--- src/rtl/cordic_pkg.sv ---
// Shared constants and types for the CORDIC front-end and rotator.
// Angles are signed radians in Q.10.
package cordic_pkg;

    localparam int ANGLE_FRAC    = 10;
    localparam int REDUCE_STEPS  = 19;
    localparam int CORDIC_STAGES = 16;

    localparam logic signed [31:0] TWO_PI_Q  = 32'sd6434;
    localparam logic signed [31:0] PI_Q      = 32'sd3217;
    localparam logic signed [31:0] HALF_PI_Q = 32'sd1608;

    // atan(2^-i) in Q.10, consumed by the rotator stages
    localparam logic signed [31:0] ATAN_TAB [CORDIC_STAGES] = '{
        32'sd804, 32'sd475, 32'sd251, 32'sd127, 32'sd64, 32'sd32, 32'sd16, 32'sd8,
        32'sd4,   32'sd2,   32'sd1,   32'sd0,   32'sd0,  32'sd0,  32'sd0,  32'sd0
    };

    typedef enum logic [1:0] {
        IDLE,
        REDUCE,
        FOLD
    } state_t;

    function automatic logic [31:0] two_pi_shifted(input logic [4:0] k);
        logic [31:0] base;
        base = TWO_PI_Q;
        return base << k;
    endfunction

endpackage

--- src/rtl/cordic_prerotate_if.sv ---
// Request/response bundle between the requester, the pre-rotator
// and the rotator inputs.
interface cordic_prerotate_if;
    logic               in_valid;
    logic               in_ready;
    logic signed [31:0] x_in;
    logic signed [31:0] y_in;
    logic signed [31:0] z_in;
    logic signed [31:0] x0;
    logic signed [31:0] y0;
    logic signed [31:0] z0;
    logic               out_valid;

    modport master (
        output in_valid, x_in, y_in, z_in,
        input  in_ready, x0, y0, z0, out_valid
    );

    modport slave (
        input  in_valid, x_in, y_in, z_in,
        output in_ready, x0, y0, z0, out_valid
    );
endinterface

--- src/rtl/cordic_prerotate_angle_fold.sv ---
// Combinational fold of a reduced magnitude into [-pi/2, pi/2]:
// sign restore, +/-2pi wrap, +/-pi pre-rotation with vector negation.
module angle_fold
    import cordic_pkg::*;
(
    input  logic               sign,
    input  logic [31:0]        mag,
    input  logic signed [31:0] x_in,
    input  logic signed [31:0] y_in,
    output logic signed [31:0] x_out,
    output logic signed [31:0] y_out,
    output logic signed [31:0] z_out
);

   logic signed [31:0] r_signed;
   logic signed [31:0] r_wrap;
   logic               flip;

   always_comb begin
      r_signed = sign ? -$signed(mag) : $signed(mag);
      r_wrap   = r_signed;
      if (r_signed > PI_Q)
         r_wrap = r_signed - TWO_PI_Q;
      else if (r_signed <= -PI_Q)
         r_wrap = r_signed + TWO_PI_Q;

      // A pi rotation is the same as negating the start vector
      flip  = 1'b0;
      z_out = r_wrap;
      if (r_wrap > HALF_PI_Q) begin
         z_out = r_wrap - PI_Q;
         flip  = 1'b1;
      end else if (r_wrap < -HALF_PI_Q) begin
         z_out = r_wrap + PI_Q;
         flip  = 1'b1;
      end

      x_out = flip ? -x_in : x_in;
      y_out = flip ? -y_in : y_in;
   end

endmodule

--- src/rtl/cordic_prerotate.sv ---
// Angle range reduction ahead of the CORDIC rotator: iterative modulo-2pi
// by restoring subtraction, then a single fold cycle producing x0/y0/z0.
module cordic_prerotate
    import cordic_pkg::*;
#(
    parameter int REDUCE_STEPS = cordic_pkg::REDUCE_STEPS
) (
    input  logic                clk,
    input  logic                rst_n,
    cordic_prerotate_if.slave   bus
);

   localparam int CNT_W = $clog2(REDUCE_STEPS);

   state_t             state_reg, state_next;
   logic [CNT_W-1:0]   step_reg;
   logic [31:0]        mag_reg;
   logic               sign_reg;
   logic signed [31:0] x_reg, y_reg;
   logic signed [31:0] x0_reg, y0_reg, z0_reg;
   logic               out_valid_reg;
   logic [31:0]        sub_val;
   logic signed [31:0] fold_x, fold_y, fold_z;

   assign sub_val = two_pi_shifted(5'(step_reg));

   angle_fold u_fold (
      .sign  (sign_reg),
      .mag   (mag_reg),
      .x_in  (x_reg),
      .y_in  (y_reg),
      .x_out (fold_x),
      .y_out (fold_y),
      .z_out (fold_z)
   );

   always_ff @(posedge clk or negedge rst_n) begin
      if (!rst_n)
         state_reg <= IDLE;
      else
         state_reg <= state_next;
   end

   always_comb begin
      state_next = state_reg;
      case (state_reg)
         IDLE:    if (bus.in_valid) state_next = REDUCE;
         REDUCE:  if (step_reg == '0) state_next = FOLD;
         FOLD:    state_next = IDLE;
         default: state_next = IDLE;
      endcase
   end

   always_ff @(posedge clk or negedge rst_n) begin
      if (!rst_n) begin
         step_reg      <= '0;
         mag_reg       <= '0;
         sign_reg      <= 1'b0;
         x_reg         <= '0;
         y_reg         <= '0;
         x0_reg        <= '0;
         y0_reg        <= '0;
         z0_reg        <= '0;
         out_valid_reg <= 1'b0;
      end else begin
         out_valid_reg <= 1'b0;
         case (state_reg)
            IDLE: if (bus.in_valid) begin
               x_reg    <= bus.x_in;
               y_reg    <= bus.y_in;
               sign_reg <= bus.z_in[31];
               // -0x80000000 wraps to itself, which is 2^31 read unsigned
               mag_reg  <= bus.z_in[31] ? $unsigned(-bus.z_in) : $unsigned(bus.z_in);
               step_reg <= CNT_W'(REDUCE_STEPS - 1);
            end
            REDUCE: begin
               if (mag_reg >= sub_val)
                  mag_reg <= mag_reg - sub_val;
               step_reg <= step_reg - CNT_W'(1);
            end
            FOLD: begin
               x0_reg        <= fold_x;
               y0_reg        <= fold_y;
               z0_reg        <= fold_z;
               out_valid_reg <= 1'b1;
            end
            default: ;
         endcase
      end
   end

   assign bus.in_ready  = (state_reg == IDLE);
   assign bus.x0        = x0_reg;
   assign bus.y0        = y0_reg;
   assign bus.z0        = z0_reg;
   assign bus.out_valid = out_valid_reg;

endmodule
--- src/flat_wrapper.sv ---
// flat-port wrapper written by rule: the top's interface ports become plain ports
module cordic_prerotate_flat import cordic_pkg::*;
#(
    parameter int REDUCE_STEPS = cordic_pkg::REDUCE_STEPS
)
  (clk, rst_n, bus_in_valid, bus_x_in, bus_y_in, bus_z_in, bus_in_ready, bus_x0, bus_y0, bus_z0, bus_out_valid);
  cordic_prerotate_if bus_i ();
  input  logic clk;
  input  logic rst_n;
  input wire logic [$bits(bus_i.in_valid)-1:0] bus_in_valid;
  input wire logic [$bits(bus_i.x_in)-1:0] bus_x_in;
  input wire logic [$bits(bus_i.y_in)-1:0] bus_y_in;
  input wire logic [$bits(bus_i.z_in)-1:0] bus_z_in;
  output wire logic [$bits(bus_i.in_ready)-1:0] bus_in_ready;
  output wire logic [$bits(bus_i.x0)-1:0] bus_x0;
  output wire logic [$bits(bus_i.y0)-1:0] bus_y0;
  output wire logic [$bits(bus_i.z0)-1:0] bus_z0;
  output wire logic [$bits(bus_i.out_valid)-1:0] bus_out_valid;
  assign bus_i.in_valid = bus_in_valid;
  assign bus_i.x_in = bus_x_in;
  assign bus_i.y_in = bus_y_in;
  assign bus_i.z_in = bus_z_in;
  assign bus_in_ready = bus_i.in_ready;
  assign bus_x0 = bus_i.x0;
  assign bus_y0 = bus_i.y0;
  assign bus_z0 = bus_i.z0;
  assign bus_out_valid = bus_i.out_valid;
  cordic_prerotate #(.REDUCE_STEPS(REDUCE_STEPS)) u_core (.clk(clk), .rst_n(rst_n), .bus(bus_i));
endmodule
--- config.mk ---
export PLATFORM = sky130hd
export DESIGN_NAME = cordic_prerotate_flat
export DESIGN_NICKNAME = d
export VERILOG_FILES = /design/src/rtl/cordic_pkg.sv /design/src/rtl/cordic_prerotate_if.sv /design/src/rtl/cordic_prerotate_angle_fold.sv /design/src/rtl/cordic_prerotate.sv /design/src/flat_wrapper.sv
export SDC_FILE = /design/constraint.sdc
export NUM_CORES = 1
export LEC_CHECK = 0
export ABC_AREA = 1
export CAP_MARGIN = 20
export CORE_AREA = 2 2 186 188
export DETAILED_ROUTE_END_ITERATION = 6
export DIE_AREA = 0 0 188 190
export PLACE_DENSITY = 0.86
export RECOVER_POWER = 100
export SYNTH_ARGS = -nofsm -noshare
export SYNTH_HDL_FRONTEND = slang
export SYNTH_HIERARCHICAL = 1
export SYNTH_SLANG_ARGS = --single-unit
--- constraint.sdc ---
create_clock -name clk -period 10.27 [get_ports clk]
set_input_delay 2.054 -clock clk [delete_from_list [all_inputs] [get_ports clk]]
set_output_delay 2.054 -clock clk [all_outputs]
set_load 0.05 [all_outputs]
==> impl_metrics.env <==
export IMPL_status="finished, violations left"
export IMPL_violations="capacitance limit, slew limit"
export IMPL_cts_root_buffer="clkbuf_16"
export IMPL_synth_xor_area_share_pct=3.93
export IMPL_ys_ff_latch=201
export IMPL_path_delay_family="simple AND/OR/NAND/NOR gates"
export IMPL_crit_fanout=80
export IMPL_portBuffers=196
export IMPL_worstPathRequired_ns=10.75
export IMPL_overflow=0
export IMPL_async_reset_ff_share_pct=100
export IMPL_final_common_cell="nand2_1"
export IMPL_dr_first_iter_drc_count=2107
export IMPL_clock_latency_ns=0.56
export IMPL_synth_compound_area_share_pct=6.46
export IMPL_die_h_um=190
export IMPL_via_per_inst=5.47
export IMPL_grt_pass1_wl_um=105000
export IMPL_coreArea_mm2=0.0339
export IMPL_cts_repair_resize_count=0
export IMPL_synth_avg_cell_area_um2=5.73
export IMPL_yosysTopAreaCellShare_pct=30.5
export IMPL_dieArea_mm2=0.0357
export IMPL_track_usage_pct=36.1
export IMPL_clk_pin_slew_ns=0.06
export IMPL_ys_seq_area_share_pct=24.8
export IMPL_start_kind="flop"
export IMPL_place_ws_ns=4.17
export IMPL_fin_ws_ns=2.55
export IMPL_synth_top_area_cell="nand2_1"
export IMPL_cts_htree_levels=1
export IMPL_drtPass1Iterations=6
export IMPL_cp_slowest_cell="nand2_1"
export IMPL_ant_nets=0
export IMPL_hold_viol=0
export IMPL_ys_top_cells_by_area="nand2_1 (30%), dfrtp_1 (25%), nand3_1 (7.1%)"
export IMPL_maxSlewHeadroom_pct=-241
export IMPL_wirelength_um=65600
export IMPL_syn_inst=3541
export IMPL_rows=68
export IMPL_synth_top_family_by_area="simple AND/OR/NAND/NOR gates"
export IMPL_ys_flop_type="dfrtp_1"
export IMPL_grt_max_degree=117
export IMPL_synthSimpleGateAreaFrac_pct=51.7
export IMPL_hold_path_class="reg -> reg"
export IMPL_min_period_ns=7.72
export IMPL_cts_inserted_buffers=24
export IMPL_setup_tns_ns=0
export IMPL_diodes=0
export IMPL_layout_common_cells="nand2_1 (1650), inv_1 (346), nor2_1 (326), nand3_1 (289), dfrtp_1 (201)"
export IMPL_muxShareOfSynthArea_pct=0.0494
export IMPL_fin_skew_ns=0.0188
export IMPL_cts_setup_buffers=0
export IMPL_antenna_found_initial=0
export IMPL_die_w_um=188
export IMPL_slowest_delay_ns=0.92
export IMPL_cp_num_buf_inv=6
export IMPL_final_nets=3822
export IMPL_initial_core_util_pct=59.7
export IMPL_drive_gt1_share_pct=5.31
export IMPL_syn_area_mm2=0.0203
export IMPL_grt_pass1_vias=20694
export IMPL_worst_setup_path_type="reg -> reg"
export IMPL_cap_violations=7
export IMPL_cts_tree="yes"
export IMPL_io_pins=197
export IMPL_synth_distinct_cells=56
export IMPL_tightestPinTransition_ns=5.12
export IMPL_drv_slew=467
export IMPL_dpl_hpwl_um=50300
export IMPL_crit_top_cell="nand2_1"
export IMPL_endpoint_kind="flop"
export IMPL_synth_edff_count=0
export IMPL_gp_congestion=0.989
export IMPL_arrival_ns=8.20
export IMPL_wire_per_inst_um=15.8
export IMPL_ys_warn_count=6
export IMPL_drc=0
export IMPL_period_share_pct=75.2
export IMPL_holdBufCountCts=0
export IMPL_clockBufferDepth=3
export IMPL_max_freq_mhz=129
export IMPL_synth_fa_ha_area_share_pct=2.90
export IMPL_synth_nets=3687
export IMPL_synthToLayoutAreaGrowth_pct=13.9
export IMPL_rsz0062_at_grt="no"
export IMPL_vias=22692
export IMPL_setup_violations_final=0
export IMPL_clock_sink_count=201
==> metrics by stage <==
| step | instance area, um2 | hold slack (ns) | cells | utilization, % |
|---|---|---|---|---|
| after floorplan | 20300 | 0.449 | 3541 | - |
| after global placement | 22300 | 0.453 | 4104 | 65.7 |
| after detailed placement | 22300 | 0.457 | 4104 | 65.7 |
| after CTS | 23200 | 0.472 | 4148 | 68.5 |
| after global routing | 23100 | 0.485 | 4149 | 68.0 |
| final | 23100 | 0.464 | 4149 | 68.0 |
==> final cells by class <==
cell class                      instances  area, um2
Tap cell                              455        569
Clock inverter                         18        292
Inverter                              382       1440
Fill cell                            3189      10800
Multi-Input combinational cell       2856      13100
Clock buffer                           26        628
Timing Repair Buffer                  211       2070
Sequential cell                       201       5030
==> path summary, 6_finish.rpt <==
path                              startpoint                 end  slack [ns]  cells past startpoint
setup reg to reg           u_core/mag_reg[0]    u_core/bus.y0[3]        2.55                     30
hold reg to reg            u_core/bus.z0[22]   u_core/bus.z0[22]        0.46                      2
hold / removal             u_core/bus.z0[22]   u_core/bus.z0[22]        0.46                      2
setup / recovery           u_core/mag_reg[0]    u_core/bus.y0[3]        2.55                     30
min in group asynchronous              rst_n    u_core/x_reg[16]        3.36                      1
max in group asynchronous              rst_n  u_core/mag_reg[27]        3.49                      3
==> cell families (layout without fill, tap and decap cells) <==
family | Yosys count | after routing
AND/OR/NAND/NOR | 2498 | 2498
buffers and inverters | 484 | 637
AO/OA/AOI/OAI | 222 | 222
flip-flops | 201 | 201
XOR/XNOR | 88 | 88
adder cells (fa/ha/maj) | 47 | 47
multiplexers | 1 | 1
==> per-layer routing <==
| layer | wire length (um) | vias to the layer above | part of all wire (%) | GRT usage, % |
|---|---|---|---|---|
| li1 | - | 11326 | - | - |
| met1 | 27200 | 10182 | 41 | 46.7 |
| met2 | 29900 | 1005 | 46 | 59.3 |
| met3 | 5030 | 179 | 7.7 | 4.61 |
| met4 | 3490 | 0 | 5.3 | 18.7 |
| met5 | 0 | - | 0 | 0 |
==> Yosys cell counts, types with 4 or more instances <==
cell	number
a21oi_1	55
a21oi_2	5
a22oi_1	5
and2_1	4
buf_1	6
buf_2	20
buf_4	13
buf_6	21
clkbuf_1	42
dfrtp_1	201
ha_1	47
inv_1	343
inv_2	34
nand2_1	1647
nand2_2	51
nand2_4	9
nand3_1	289
nand3_2	6
nand3b_1	21
nand4_1	48
nor2_1	321
nor2_2	20
nor2_4	12
nor3_1	42
nor3b_1	4
nor4_1	13
o211ai_1	6
o21ai_0	76
o21ai_1	34
o21ai_2	20
o21bai_1	5
or2_2	4
xnor2_1	5
xor2_1	81
==> worst register-to-register path, delay by kind of cell (launching register included) <==
kind | cells | cell delay, ns
compound gates | 2 | 0.69
fa+ha+maj | 1 | 0.27
buf+inv | 6 | 1.36
flops | 1 | 0.47
simple gates | 21 | 4.86
Power is left out: the tool's default activity adds up to more than one toggle a clock period on the data nets, which glitch-free logic cannot reach.
